File: config.mk
export PLATFORM = sky130hd
export DESIGN_NAME = tqv_ssd1306_spi_master
export DESIGN_NICKNAME = d
export VERILOG_FILES = /design/src/rtl/tqv_ssd1306_spi_master.sv
export SDC_FILE = /design/constraint.sdc
export NUM_CORES = 1
export LEC_CHECK = 0
export CAP_MARGIN = 0
export CORE_ASPECT_RATIO = 0.75
export CORE_MARGIN = 10
export CORE_UTILIZATION = 27
export CTS_CLUSTER_SIZE = 28
export DETAILED_ROUTE_END_ITERATION = 7
export PLACE_DENSITY = 0.46
export SYNTH_ARGS = -nofsm -noshare
export SYNTH_HDL_FRONTEND = slang
export SYNTH_SLANG_ARGS = --single-unit
File: constraint.sdc
create_clock -name clk -period 3.2 [get_ports clk]
set_input_delay 0.64 -clock clk [delete_from_list [all_inputs] [get_ports clk]]
set_output_delay 0.64 -clock clk [all_outputs]
set_load 0.05 [all_outputs]
File: src/rtl/tqv_ssd1306_spi_master.sv
// SSD1306 4-wire SPI master peripheral for TinyQV: queued {dc,byte} entries are
// shifted out MSB first in SPI mode 0, with a programmable SCK half-period.
module tqv_ssd1306_spi_master #(
    parameter int         FIFO_DEPTH = 4,
    parameter logic [7:0] DIV_RESET  = 8'd1
) (
    input  logic        clk,
    input  logic        rst,
    input  logic [5:0]  address,
    input  logic [31:0] data_in,
    input  logic        data_write,
    input  logic        data_read,
    output logic [31:0] data_out,
    output logic        data_ready,
    output logic [7:0]  uo_out,
    output logic        user_interrupt
);
    localparam int PTR_W = $clog2(FIFO_DEPTH);
    localparam int CNT_W = PTR_W + 1;

    typedef enum logic [1:0] {IDLE, LOW, HIGH, HOLD} state_t;

    state_t           r_state;
    logic [8:0]       r_fifo [FIFO_DEPTH];
    logic [PTR_W-1:0] r_wr_ptr;
    logic [PTR_W-1:0] r_rd_ptr;
    logic [CNT_W-1:0] r_count;
    logic             r_overflow;
    logic             r_irq_en;
    logic [7:0]       r_div;
    logic [7:0]       r_hdiv;
    logic [7:0]       r_cnt;
    logic [7:0]       r_shift;
    logic [2:0]       r_bit;
    logic             r_cs_n;
    logic             r_sck;
    logic             r_sdi;
    logic             r_dc;

    logic       w_push;
    logic       w_full;
    logic       w_empty;
    logic       w_pop;
    logic       w_phase_end;
    logic       w_busy;
    logic [8:0] w_head;
    logic       w_unused;

    assign w_push      = data_write && (address == 6'h00 || address == 6'h04);
    assign w_full      = (r_count == CNT_W'(FIFO_DEPTH));
    assign w_empty     = (r_count == '0);
    assign w_head      = r_fifo[r_rd_ptr];
    assign w_phase_end = (r_cnt == r_hdiv);
    assign w_pop       = !w_empty && ((r_state == IDLE) ||
                         (r_state == HIGH && w_phase_end && r_bit == 3'd0));
    assign w_busy      = (r_state != IDLE) || !w_empty;

    assign data_ready     = 1'b1;
    assign user_interrupt = r_irq_en & ~w_busy;
    assign uo_out         = {3'b000, r_dc, r_cs_n, r_sdi, r_sck, 1'b0};
    assign w_unused       = &{1'b0, data_read, data_in[31:9]};

    // Address bit 2 distinguishes DAT (0x04) from CMD (0x00), so it is the D/C flag.
    always_ff @(posedge clk) begin
        if (w_push && !w_full)
            r_fifo[r_wr_ptr] <= {address[2], data_in[7:0]};
    end

    always_ff @(posedge clk or posedge rst) begin
        if (rst) begin
            r_wr_ptr   <= '0;
            r_rd_ptr   <= '0;
            r_count    <= '0;
            r_overflow <= 1'b0;
            r_div      <= DIV_RESET;
            r_irq_en   <= 1'b0;
        end else begin
            if (w_push && !w_full)
                r_wr_ptr <= r_wr_ptr + PTR_W'(1);
            if (w_pop)
                r_rd_ptr <= r_rd_ptr + PTR_W'(1);
            r_count <= r_count + CNT_W'(w_push && !w_full) - CNT_W'(w_pop);
            if (w_push && w_full)
                r_overflow <= 1'b1;
            else if (data_write && address == 6'h08 && data_in[2])
                r_overflow <= 1'b0;
            if (data_write && address == 6'h0C) begin
                r_div    <= data_in[7:0];
                r_irq_en <= data_in[8];
            end
        end
    end

    // r_hdiv latches DIV at every phase start so a mid-phase rewrite waits its turn.
    always_ff @(posedge clk or posedge rst) begin
        if (rst) begin
            r_state <= IDLE;
            r_cs_n  <= 1'b1;
            r_sck   <= 1'b0;
            r_sdi   <= 1'b0;
            r_dc    <= 1'b0;
            r_shift <= '0;
            r_bit   <= '0;
            r_cnt   <= '0;
            r_hdiv  <= '0;
        end else begin
            case (r_state)
                IDLE: begin
                    if (w_pop) begin
                        r_cs_n  <= 1'b0;
                        r_dc    <= w_head[8];
                        r_sdi   <= w_head[7];
                        r_shift <= w_head[7:0];
                        r_bit   <= 3'd7;
                        r_cnt   <= '0;
                        r_hdiv  <= r_div;
                        r_state <= LOW;
                    end
                end
                LOW: begin
                    if (w_phase_end) begin
                        r_sck   <= 1'b1;
                        r_cnt   <= '0;
                        r_hdiv  <= r_div;
                        r_state <= HIGH;
                    end else begin
                        r_cnt <= r_cnt + 8'd1;
                    end
                end
                HIGH: begin
                    if (w_phase_end) begin
                        r_sck  <= 1'b0;
                        r_cnt  <= '0;
                        r_hdiv <= r_div;
                        if (r_bit != 3'd0) begin
                            r_bit   <= r_bit - 3'd1;
                            r_shift <= {r_shift[6:0], 1'b0};
                            r_sdi   <= r_shift[6];
                            r_state <= LOW;
                        end else if (w_pop) begin
                            r_dc    <= w_head[8];
                            r_sdi   <= w_head[7];
                            r_shift <= w_head[7:0];
                            r_bit   <= 3'd7;
                            r_state <= LOW;
                        end else begin
                            r_state <= HOLD;
                        end
                    end else begin
                        r_cnt <= r_cnt + 8'd1;
                    end
                end
                HOLD: begin
                    if (w_phase_end) begin
                        r_cs_n  <= 1'b1;
                        r_sdi   <= 1'b0;
                        r_dc    <= 1'b0;
                        r_cnt   <= '0;
                        r_state <= IDLE;
                    end else begin
                        r_cnt <= r_cnt + 8'd1;
                    end
                end
                default: r_state <= IDLE;
            endcase
        end
    end

    always_comb begin
        data_out = 32'd0;
        case (address)
            6'h08:   data_out = {24'd0, 4'(r_count), r_irq_en, r_overflow, w_full, w_busy};
            6'h0C:   data_out = {23'd0, r_irq_en, r_div};
            default: data_out = 32'd0;
        endcase
    end
endmodule

**Word-level counts from Yosys, hierarchy flattened**

Memory sizes are Yosys's and may differ from the RTL's.
Index checks and enable logic that the tools add are counted.

- Bits in registers: 50
- RAM bits: 36
- Bits of input ports: 42
- Output and inout port bits: 42
- Logic and storage cells: 112
- Memories: 1

Memories:

| memory | words | width | rd ports | clocked after memory_dff | write ports | RTL line | source |
|---|---|---|---|---|---|---|---|
| r_fifo | 4 | 9 | 1 | 0 | 1 | 24 | `logic [8:0] r_fifo [FIFO_DEPTH];` |

- Add/subtract/negate cells: 6
- Equal/unequal tests: 14
- Muxes and demuxes: 39
- Bitwise logic cells: 2
- Reductions and logical operators: 35

Operators by type and width:

| cell | count |
|---|---|
| $mux 8 | 7 |
| $pmux 8 s2 | 3 |
| $pmux 9 s2 | 1 |
| $mux 1 | 13 |
| $eq 6x4->1 const B | 2 |
| $mux 2 | 6 |
| $reduce_and 3->1 | 4 |
| $reduce_bool 2->1 | 6 |
| $ne 2x2->1 const B | 5 |
| $logic_and 1x1->1 | 9 |
| $mux 3 | 3 |
| $add 8x1->8 const B | 1 |
| $eq 8x8->1 | 1 |
| $pmux 2 s4 | 1 |
| $reduce_and 4->1 | 2 |
| $eq 6x3->1 const B | 1 |
| $logic_not 3->1 | 2 |
| $logic_not 6->1 | 1 |
| $pmux 1 s3 | 2 |
| $pmux 3 s2 | 1 |
| $reduce_bool 3->1 | 2 |
| $add 2x1->2 const B | 2 |
| $eq 2x2->1 const B | 2 |
| $pmux 1 s2 | 2 |
| 14 further kinds | 17 |

**Longest topological paths before layout**

- Word-level depth: 9
- Gate-level depth with buffers: 11

**Worst setup path after synthesis**

No wires, ideal clock.

- Path type: input to register
- From: input port address[1]
- To: register r_count[2]
- Data arrival time: 2.511 ns
- Data required time: 3.077 ns
- Slack: 0.566 ns
- Stages on the path: 9
- Buffers on the path: 0
- Cell sequence: nor4_1 -> nand3b_1 -> a21oi_1 -> inv_1 -> ha_1 -> inv_1 -> ha_1 -> fa_1 -> xnor2_1

- Word-level cells in the longest chain between the ends: 6

Ends and longest elaborated chain:

| what | RTL line | source |
|---|---|---|
| from (decl) | 9 | `input logic [5:0] address,` |
| $eq 6x3->1 or $logic_not 6->1 (tied branches) | 49 | `assign w_push = data_write && (address == 6'h00 \|\| address == 6'h04);` |
| $logic_or 1x1->1 * | 49 |  |
| $logic_and 1x1->1 * | 49 |  |
| $logic_and 1x1->1 * | 82 | `r_count <= r_count + CNT_W'(w_push && !w_full) - CNT_W'(w_pop);` |
| $add 3x1->3 * | 82 |  |
| $sub 3x1->3 * | 82 |  |
| to (signal assigned) | 82 |  |
| to (decl) | 27 | `logic [CNT_W-1:0] r_count;` |

Mark *: on every way between the ends. The rest lies on a longest branch, timed or not.
A chain may end at the register's enable or synchronous reset.

**Final worst setup path**

- From: register r_state[1]
- To: output port data_out[0]

- Word-level cells in the longest chain between the ends: 3

Ends and longest elaborated chain:

| what | RTL line | source |
|---|---|---|
| from (decl) | 23 | `state_t r_state;` |
| from (signal assigned) | 97 | `r_state <= IDLE;` |
| from (signal assigned) | 117 | `r_state <= LOW;` |
| from (signal assigned) | 125 | `r_state <= HIGH;` |
| $reduce_bool 2->1 | 56 | `assign w_busy = (r_state != IDLE) \|\| !w_empty;` |
| $logic_or 1x1->1 | 56 |  |
| $pmux 9 s2 | 171 | `case (address)` |
| to (decl) | 13 | `output logic [31:0] data_out,` |

No other way between the ends.

==> flow_metrics.env <==
export IMPL_post_route_util=0.3325
export IMPL_place_gp_congestion=0.7578
export IMPL_synth_top_family_by_area="multiplexers"
export IMPL_cts_hold_buffers_added=0
export IMPL_crit_type="flop to output port"
export IMPL_grt_max_degree=27
export IMPL_clkLatencyLatePin_ps=340
export IMPL_finalWirelength_um=9094
export IMPL_groute_usage_overall=0.08921
export IMPL_cts_tree="built"
export IMPL_layout_min_cycle_time_ps=2904
export IMPL_grt_pass1_vias=2586
export IMPL_hp_class="flop to flop"
export IMPL_r2r_end="r_count[1]"
export IMPL_area_delta_synth_final_pct=20.73
export IMPL_dr_pass1_iters=5
export IMPL_avgRoutedWirePerCell_um=15.63
export IMPL_slew_violations=0
export IMPL_die_x_um=164.1
export IMPL_setup_violations=0
export IMPL_cts_buffers=9
export IMPL_synth_area_leaders="dfrtp_1 28%, edfxtp_1 26%, buf_4 6.1%, mux2_2 4.8%, mux4_2 4.8%"
export IMPL_synth_top_area_cell="dfrtp_1"
export IMPL_synth_fa_ha_area_frac=0.04640
export IMPL_synth_top_area_share=0.2796
export IMPL_num_vias=2547
export IMPL_synth_edf_count=36
export IMPL_ys_seq_elements=85
export IMPL_dr_first_iter_drc_count=115
export IMPL_end_kind="output port"
export IMPL_clock_power_share=0.254
export IMPL_start_util=0.2754
export IMPL_status="finished, final reports clean"
export IMPL_grt_pass1_wl_um=14490
export IMPL_startpoint="r_state[1]"
export IMPL_ant_nets=0
export IMPL_path_clk_slew_ps=70
export IMPL_post_synth_xor_area_fraction=0.04164
export IMPL_cts_max_level=3
export IMPL_r2r_cells=10
export IMPL_reg2reg_from="r_state[0]"
export IMPL_core_rowCount=39
export IMPL_ys_types=48
export IMPL_critPathMaxFanout=9
export IMPL_fin_crit_sh=0.9074
export IMPL_fin_skew_ps=7.579
export IMPL_antenna_found_initial=0
export IMPL_nets=429
export IMPL_drive_gt1_frac=0.1857
export IMPL_p_leak_nw=2.091
export IMPL_grt_overflow=0
export IMPL_routed_via_density=4.376
export IMPL_p_seq_frac=0.358
export IMPL_max_freq_mhz=344.4
export IMPL_r2r_slack_ps=450
export IMPL_io_pins=84
export IMPL_core_area_um2=15270
export IMPL_cts_setup_buffers=0
export IMPL_cap_violations=0
export IMPL_fill_cells=1501
export IMPL_cts_sinks=85
export IMPL_worstSetupEndpoint="data_out[0]"
export IMPL_relSlewSlack=0.5777
export IMPL_place_hpwl_um=6883
export IMPL_die_area_um2=21020
export IMPL_synth_compound_area_frac=0.06514
export IMPL_arrival_ps=2260
export IMPL_p_per_area_nw_per_um2=875.8
export IMPL_avgSynthCellArea_um2=12.63
export IMPL_startpoint_type="flop"
export IMPL_die_y_um=128.1
export IMPL_p_int_w=0.002802
export IMPL_cts_root_buf="clkbuf_16"
export IMPL_setup_tns_ps=0
export IMPL_cts_resized=0
export IMPL_antenna_cells=0
export IMPL_switching_share=0.3700
export IMPL_switching_power_w=0.001646
export IMPL_synthMuxAreaShare=0.1130
export IMPL_syn_area_um2=4207
export IMPL_cts_max_path_buffers=2
export IMPL_vdd_drop_max_mv=0.3308
export IMPL_port_buffers=31
export IMPL_tightest_slew_ps=631.5
export IMPL_comb_power_share=0.388
export IMPL_whs_ps=498.9
export IMPL_total_power_w=0.004448
export IMPL_yosys_warnings=0
export IMPL_rsz0062_at_grt="false"
export IMPL_ys_dominant_reg_cell="dfrtp_1"
export IMPL_async_flop_share=0.5765
export IMPL_remaining_drc_errors=0
export IMPL_synth_simple_gate_area_share=0.09280
export IMPL_yosysSeqAreaShare=0.5491
export IMPL_worst_ep_required_time_ps=2560
export IMPL_synthCells=333
export IMPL_hold_violations=0
## power by group through the flow
stage	combinational (W)	clock, W	sequential (W)
2_1_floorplan	0.00144	0	0.00152
6_report	0.00173	0.00113	0.00159
4_1_cts	0.00174	0.00116	0.00160
5_1_grt	0.00192	0.00121	0.00163
3_5_place_dp	0.00174	0	0.00162
3_3_place_gp	0.00171	0	0.00161
## metal layers
layer | routed length (um) | part of all wire | vias to the layer above | global-route usage
met5 | 0 | 0 | - | 0
met4 | 69 | 0.0076 | 0 | 0.02884
met3 | 775 | 0.085 | 6 | 0.03787
met2 | 3729 | 0.41 | 80 | 0.1215
met1 | 4520 | 0.50 | 1264 | 0.1235
li1 | - | - | 1197 | -
## final cells by class
type	instances	area (um2)	area share
flip-flops and latches	85	2310	0.4548
clock buffers	9	225.2	0.04435
repair buffers	41	473.0	0.09313
clock inverters	7	97.59	0.01922
inverters	27	101.3	0.01996
well taps	205	256.5	0.05051
multi-input cells	208	1615	0.3181
## cell usage in the layout (no fill, tap or decap), drive strengths merged, types with 2 or more instances in the layout
master,Yosys,routed
dfrtp,47,47
edfxtp,36,36
inv,27,29
conb,2,28
nor2,23,23
clkdlybuf4s50,0,21
buf,39,20
mux2,18,18
ha,14,14
nand2,13,13
xnor2,12,12
mux4,9,9
clkbuf,0,9
a21oi,9,9
xor2,8,8
nand3,8,8
o21ai,7,7
mux2i,7,7
and2,6,6
a222oi,6,6
and4,4,4
and3,4,4
nand2b,3,3
or3,3,3
a22oi,3,3
nand4,3,3
nor4,2,2
o22a,2,2
a211oi,2,2
bufinv,0,2
clkinvlp,0,2
dfstp,2,2
## flip-flops by register name (all words and copies together) (netlist names)
name and flops:
r_overflow 1, r_shift 7, r_rd_ptr 2, r_bit 3, r_irq_en 1, r_div 8, r_fifo 36, r_sck 1
r_cnt 8, r_sdi 1, r_hdiv 8, r_wr_ptr 2, r_dc 1, r_state 2, r_cs_n 1, r_count 3
## worst min path at each step
stage	startpoint	endpoint	slack, ps	cells after the start
after floorplan	r_sdi	r_sdi	460	1
after global placement	r_overflow	r_overflow	490	2
after detailed placement	r_sdi	r_sdi	500	1
after CTS	r_sdi	r_sdi	510	1
after global routing	r_shift[0]	r_shift[0]	540	1
final	r_sdi	r_sdi	500	1
## worst max-delay path: stages (launching register included)
cell and delay, ps:
dfrtp_1 420, inv_1 150, ha_1 360, and2_1 440, nor2_1 70, a21oi_1 190, nor2_1 120, buf_12 170
## cells by family after synthesis
group | count (synthesis)
buffers and inverters | 66
XOR/XNOR | 20
adder cells (fa/ha/maj) | 15
multiplexers | 34
AND/OR/NAND/NOR | 74
other | 2
flip-flops | 85
AO/OA/AOI/OAI | 37
## metrics by stage
| step | worst slack, ps | std cells | area, um2 |
|---|---|---|---|
| floorplan | 566.0 | 359 | 4304 |
| global placement | 157.4 | 566 | 4756 |
| detailed placement | 110.2 | 566 | 4756 |
| CTS | 273.3 | 582 | 5079 |
| global route | 142.8 | 582 | 5079 |
| finish | 296.4 | 582 | 5079 |
## synthesized netlist by cell type, types with 3 or more instances
cell type	instances
xor2_1	8
inv_1	27
o21ai_0	7
mux2_2	18
buf_2	3
xnor2_1	12
nand4_1	3
and4_1	3
and3_1	3
edfxtp_1	36
ha_1	14
or3_1	3
nand2_1	13
buf_4	34
dfrtp_1	47
a222oi_1	6
nand2b_1	3
nor2_1	23
mux4_2	9
a21oi_1	8
nand3_1	7
and2_1	6
mux2i_1	7
a22oi_1	3
No activity file was read; power rests on OpenSTA's default activity.
==> patch 1 (config.mk and constraints unchanged) <==
The 4 states of `state_t` get a one-hot encoding in 4 bits.
--- a/src/rtl/tqv_ssd1306_spi_master.sv
+++ b/src/rtl/tqv_ssd1306_spi_master.sv
@@ -18,7 +18,7 @@
     localparam int PTR_W = $clog2(FIFO_DEPTH);
     localparam int CNT_W = PTR_W + 1;
 
-    typedef enum logic [1:0] {IDLE, LOW, HIGH, HOLD} state_t;
+    typedef enum logic [3:0] {IDLE = 4'b0001, LOW = 4'b0010, HIGH = 4'b0100, HOLD = 4'b1000} state_t;
 
     state_t           r_state;
     logic [8:0]       r_fifo [FIFO_DEPTH];
Formal check against the unedited RTL: no difference found for any inputs over 4 cycles, from zero or initial values and one cycle with rst high; so few cycles prove little.
==> patch 1 against the original RTL <==
Final cell count up 5.0%; area after synthesis up 4.7%; power is 4.7% lower; fmax grew 0.71%; setup slack improved by 0.021 ns; final area grew 4.1%; non-clock buffer count grew 8; sequential cell count rose by 2; wire length up 8.8%; critical path type is now input pin to output pin; highest routed layer unchanged.
==> patch 1: results (changes against the original RTL) <==
- Sw Ratio: 36.78% (-0.21 points)
- First-pass GRT wire length: 16.15 mm (+11%)
- Reg2reg start: r_cnt[4]
- Vias in the first global route: 2873 (+11%)
- Dpl cells: 595 (+5.1%)
- Reg-to-reg endpoint: r_count[2]
- CP Launch Point: address[1]
- Data arrival, critical path: 2.24 ns (-0.02 ns)
- Worst hold path class: register to register
- Synth unique cells: 63 (+31%)
- CP Capture Point: data_out[6]
- Clock-pin slew of the registers on the worst-case setup and hold paths: 0.06 ns
- Clk buf depth: 2 (unchanged)
- Hold worst-path end: r_cs_n
- Detailed Route WL: 9.897 mm (+8.8%)
- Post-synth top flop: dfrtp_1
- CTS-repair resized insts: 0 (unchanged)
- # diodes: 0 (unchanged)
- Via density: 4.463 (+2.0%)
- Hold Startpoint: r_cs_n
- Largest net degree at the start of global routing: 29 (+7.4%)
- Synth Warn #: 0 (unchanged)
- Initial antenna violation count: 0 (unchanged)
- Clk_skew: 0.005895 ns (-0.001684 ns)
- Biggest register: r_fifo
- Global-route usage over all layers: 9.254% (+0.33 points)
- Slowest stage delay, CP: 0.39 ns (-0.05 ns)
- Maximum vdd ir drop: 0.2986 mV (-9.7%)
- Leakage: 2.178 nW (+4.2%)
- Number of fill cells in the layout: 1604 (+6.9%)
- Critical Path Fanout Max: 8 (-1)
- Avg Inst Size Synth: 12.44 µm² (-1.5%)
- Asr flop ratio synth: 58.62% (+0.97 points)
- Placer Congestion: 0.7495 (-1.1%)
- First drt pass iteration count: 4 (-1)
- Outcome: finished clean
- Max reg flops: 36 (unchanged)
- Final net count: 448 (+4.4%)
- Post-synthesis sequential area ratio: 53.59% (-1.3 points)
- M1 WL: 4.899 mm (+8.4%)
- DR WL met2: 4.118 mm (+10%)
- Crit-path slowest cell: clkdlybuf4s50_1
- DR iter-0 viols: 125 (+8.7%)
- R2r setup slk: 0.40 ns (-0.05 ns)
- Share of layout cells above drive strength 1: 20.70% (+2.1 points)
- DR vias: 2727 (+7.1%)
- Post-synth top cells: dfrtp_1, edfxtp_1, buf_4, nor2_1, inv_1
- Worst rel slew slack: 58.46% (+0.69 points)
- Synth area leaders: dfrtp_1, edfxtp_1, buf_4, mux4_2, mux2_2
- Final HPWL from detailed placement: 7.430 mm (+7.9%)
- WHS Path Cells: 1 (unchanged)
- Reg2reg path depth: 12 (+2)
- Metal3 WL: 858 µm (+11%)
-- patch 1: cell families (layout without fill, tap and decap cells) --
logic type,count (synthesis),after routing,share of synthesized area (%)
multiplexers,31,31,10.08
AO/OA/AOI/OAI,60,60,10.03
buffers and inverters,65,86,8.918
adder cells (fa/ha/maj),10,10,3.011
XOR/XNOR,16,16,3.181
flip-flops,87,87,53.59
AND/OR/NAND/NOR,83,83,11.02
other,2,28,0.1705
-- patch 1: per-layer routing --
metal | vias to the layer above | global-route usage [%]
met5 | - | 0
li1 | 1303 | -
met1 | 1352 | 12.66
met2 | 70 | 12.84
met4 | 0 | 1.685
met3 | 2 | 4.685
-- patch 1: through the flow --
| stage | power, mW | area (µm²) | setup WS, ns | hold WS, ns | utilization (%) |
|---|---|---|---|---|---|
| after global placement | 3.219 | 4997 | 0.07262 | 0.4825 | 31.20 |
| after floorplan | 2.826 | 4503 | 0.4158 | 0.4641 | - |
| final | 4.239 | 5288 | 0.3170 | 0.4946 | 33.02 |
| after CTS | 4.294 | 5288 | 0.2862 | 0.4971 | 33.02 |
| after detailed placement | 3.249 | 4997 | 0.07616 | 0.4876 | 31.20 |
| after global routing | 4.539 | 5288 | 0.1111 | 0.5208 | 33.02 |
-- patch 1: power groups by stage --
stage / clock network, mW / registers [mW] / logic (mW)
final: 1.03 / 1.59 / 1.62
after global routing: 1.11 / 1.63 / 1.80
after CTS: 1.06 / 1.60 / 1.64
after detailed placement: 0 / 1.62 / 1.63
after global placement: 0 / 1.61 / 1.61
after floorplan: 0 / 1.48 / 1.34
-- patch 1: final cells by class --
type                       instances  area share [%]
clock buffer                      11           4.401
tap                              210           4.969
timing repair buffer              49           10.32
multi-input combinational        228           33.08
clock inverter                     5           1.089
sequential                        87           44.65
inverter                          21           1.491
==> patch 2 (same settings) <==
Made on the original files. Change the parameter `FIFO_DEPTH` from 4 to 8.
--- a/src/rtl/tqv_ssd1306_spi_master.sv
+++ b/src/rtl/tqv_ssd1306_spi_master.sv
@@ -1,7 +1,7 @@
 // SSD1306 4-wire SPI master peripheral for TinyQV: queued {dc,byte} entries are
 // shifted out MSB first in SPI mode 0, with a programmable SCK half-period.
 module tqv_ssd1306_spi_master #(
-    parameter int         FIFO_DEPTH = 4,
+    parameter int         FIFO_DEPTH = 8,
     parameter logic [7:0] DIV_RESET  = 8'd1
 ) (
     input  logic        clk,
Check against the original RTL: not equivalent (Yosys sat finds a counterexample within 10 cycles, from zero or initial values and one cycle with rst high).
==> patch 2 against the original RTL <==
Via count is 36% higher; register-to-register slack got worse by 0.15 ns; global-route usage is 0.83 points higher; non-clock buffer count grew 15; setup slack worse by 0.068 ns; highest routed layer unchanged; critical path type is now input pin to output pin; count of clock-buffer cells in the layout up 9; sequential cell count rose by 39; area after synthesis is 40% higher; final area is 42% higher; power grew 41%; clock skew increased by 0.00086 ns; wire length grew 45%; largest power group is now sequential cells; sequential power is 39% higher.
==> patch 2: results (changes against the original RTL) <==
- Outcome: finished clean
- DR vias: 3456 (+36%)
- Final net count: 540 (+26%)
- Avg WL per Cell: 16.88 µm (+8.0%)
- Dpl cells: 750 (+33%)
- Post-synth top cells: edfxtp_1, dfrtp_1, buf_4, nor2_1, nand2_1
- Largest net degree at the start of global routing: 23 (-15%)
- Post-synthesis sequential area ratio: 59.05% (+4.1 points)
- First-pass GRT wire length: 20.78 mm (+43%)
- Skew-Pair Late Insertion Delay: 0.41 ns (+0.07 ns)
- Detailed Route WL: 13.18 mm (+45%)
- Worst-Margin Slew: 1.067 ns (+0.4356 ns)
- Num CTS Buffers: 17 (+8)
- Placer Congestion: 0.7789 (+2.8%)
- Max reg flops: 72 (+100%)
- Dpl ws: 0.09275 ns (-0.01744 ns)
- Critical Path Fanout Max: 10 (+1)
- CTS H-tree depth: 4 (+1)
- Maximum vdd ir drop: 0.3164 mV (-4.3%)
- Area post-placement: 0.006623 mm² (+39%)
- Data arrival, critical path: 2.33 ns (+0.07 ns)
- Clk_skew: 0.008435 ns (+0.0008558 ns)
- Avg Inst Size Synth: 13.84 µm² (+9.6%)
- Share of layout cells above drive strength 1: 22.11% (+3.5 points)
- DR iter-0 viols: 254 (+120%)
- EDFF count, synth: 72 (+100%)
- First drt pass iteration count: 4 (-1)
- Asr flop ratio synth: 41.94% (-16 points)
- Final HPWL from detailed placement: 9.528 mm (+38%)
- Global-route usage over all layers: 9.749% (+0.83 points)
- Synth area leaders: edfxtp_1, dfrtp_1, mux4_2, buf_4, ha_1
## patch 2: logic make-up after synthesis
group | count (synthesis) | share of synthesized area (%)
DFF | 124 | 59.05
adders and majority gates | 17 | 3.752
AOI/OAI and AO/OA | 51 | 6.588
buffers and inverters | 61 | 6.033
and+or+nand+nor | 98 | 8.549
other | 2 | 0.1280
muxes | 58 | 13.96
xor gates and xnor gates | 13 | 1.940
## patch 2: power breakdown
part / internal [mW] / switching [mW]
logic: 0.973 / 1.15
clock network: 1.23 / 0.711
registers: 1.92 / 0.285
total: 4.12 / 2.14
## patch 2: path summary, 6_finish.rpt
kind / from / to / slack [ns] / cells past startpoint
min reg2reg: r_hdiv[3] / r_hdiv[3] / 0.51 / 1
min in group asynchronous: rst / r_sck / 0.52 / 2
min: r_hdiv[3] / r_hdiv[3] / 0.51 / 1
max reg2reg: r_state[0] / r_count[1] / 0.30 / 12
max in group asynchronous: rst / r_div[0] / 2.05 / 3
max: address[1] / data_out[3] / 0.23 / 6
## patch 2: critical path: cells and delay by family
kind / cells / cell delay [ns]
AND/OR/NAND/NOR: 3 / 0.93
buffers and inverters: 3 / 0.75
## patch 2: per-layer routing
metal / share of wire [%] / GRT usage, %
met2: 43 / 13.85
met4: 0.83 / 2.828
met3: 4.7 / 3.056
met5: 0 / 0
met1: 51 / 13.82
## patch 2: final cells by class
type	instances	area, µm²
Tap cell	288	360.3
Fill cell	2087	14020
Sequential cell	124	3466
Timing Repair Buffer	56	585.6
Inverter	17	63.81
Multi-Input combinational cell	265	2147
Clock buffer	18	429.2
Clock inverter	13	170.2
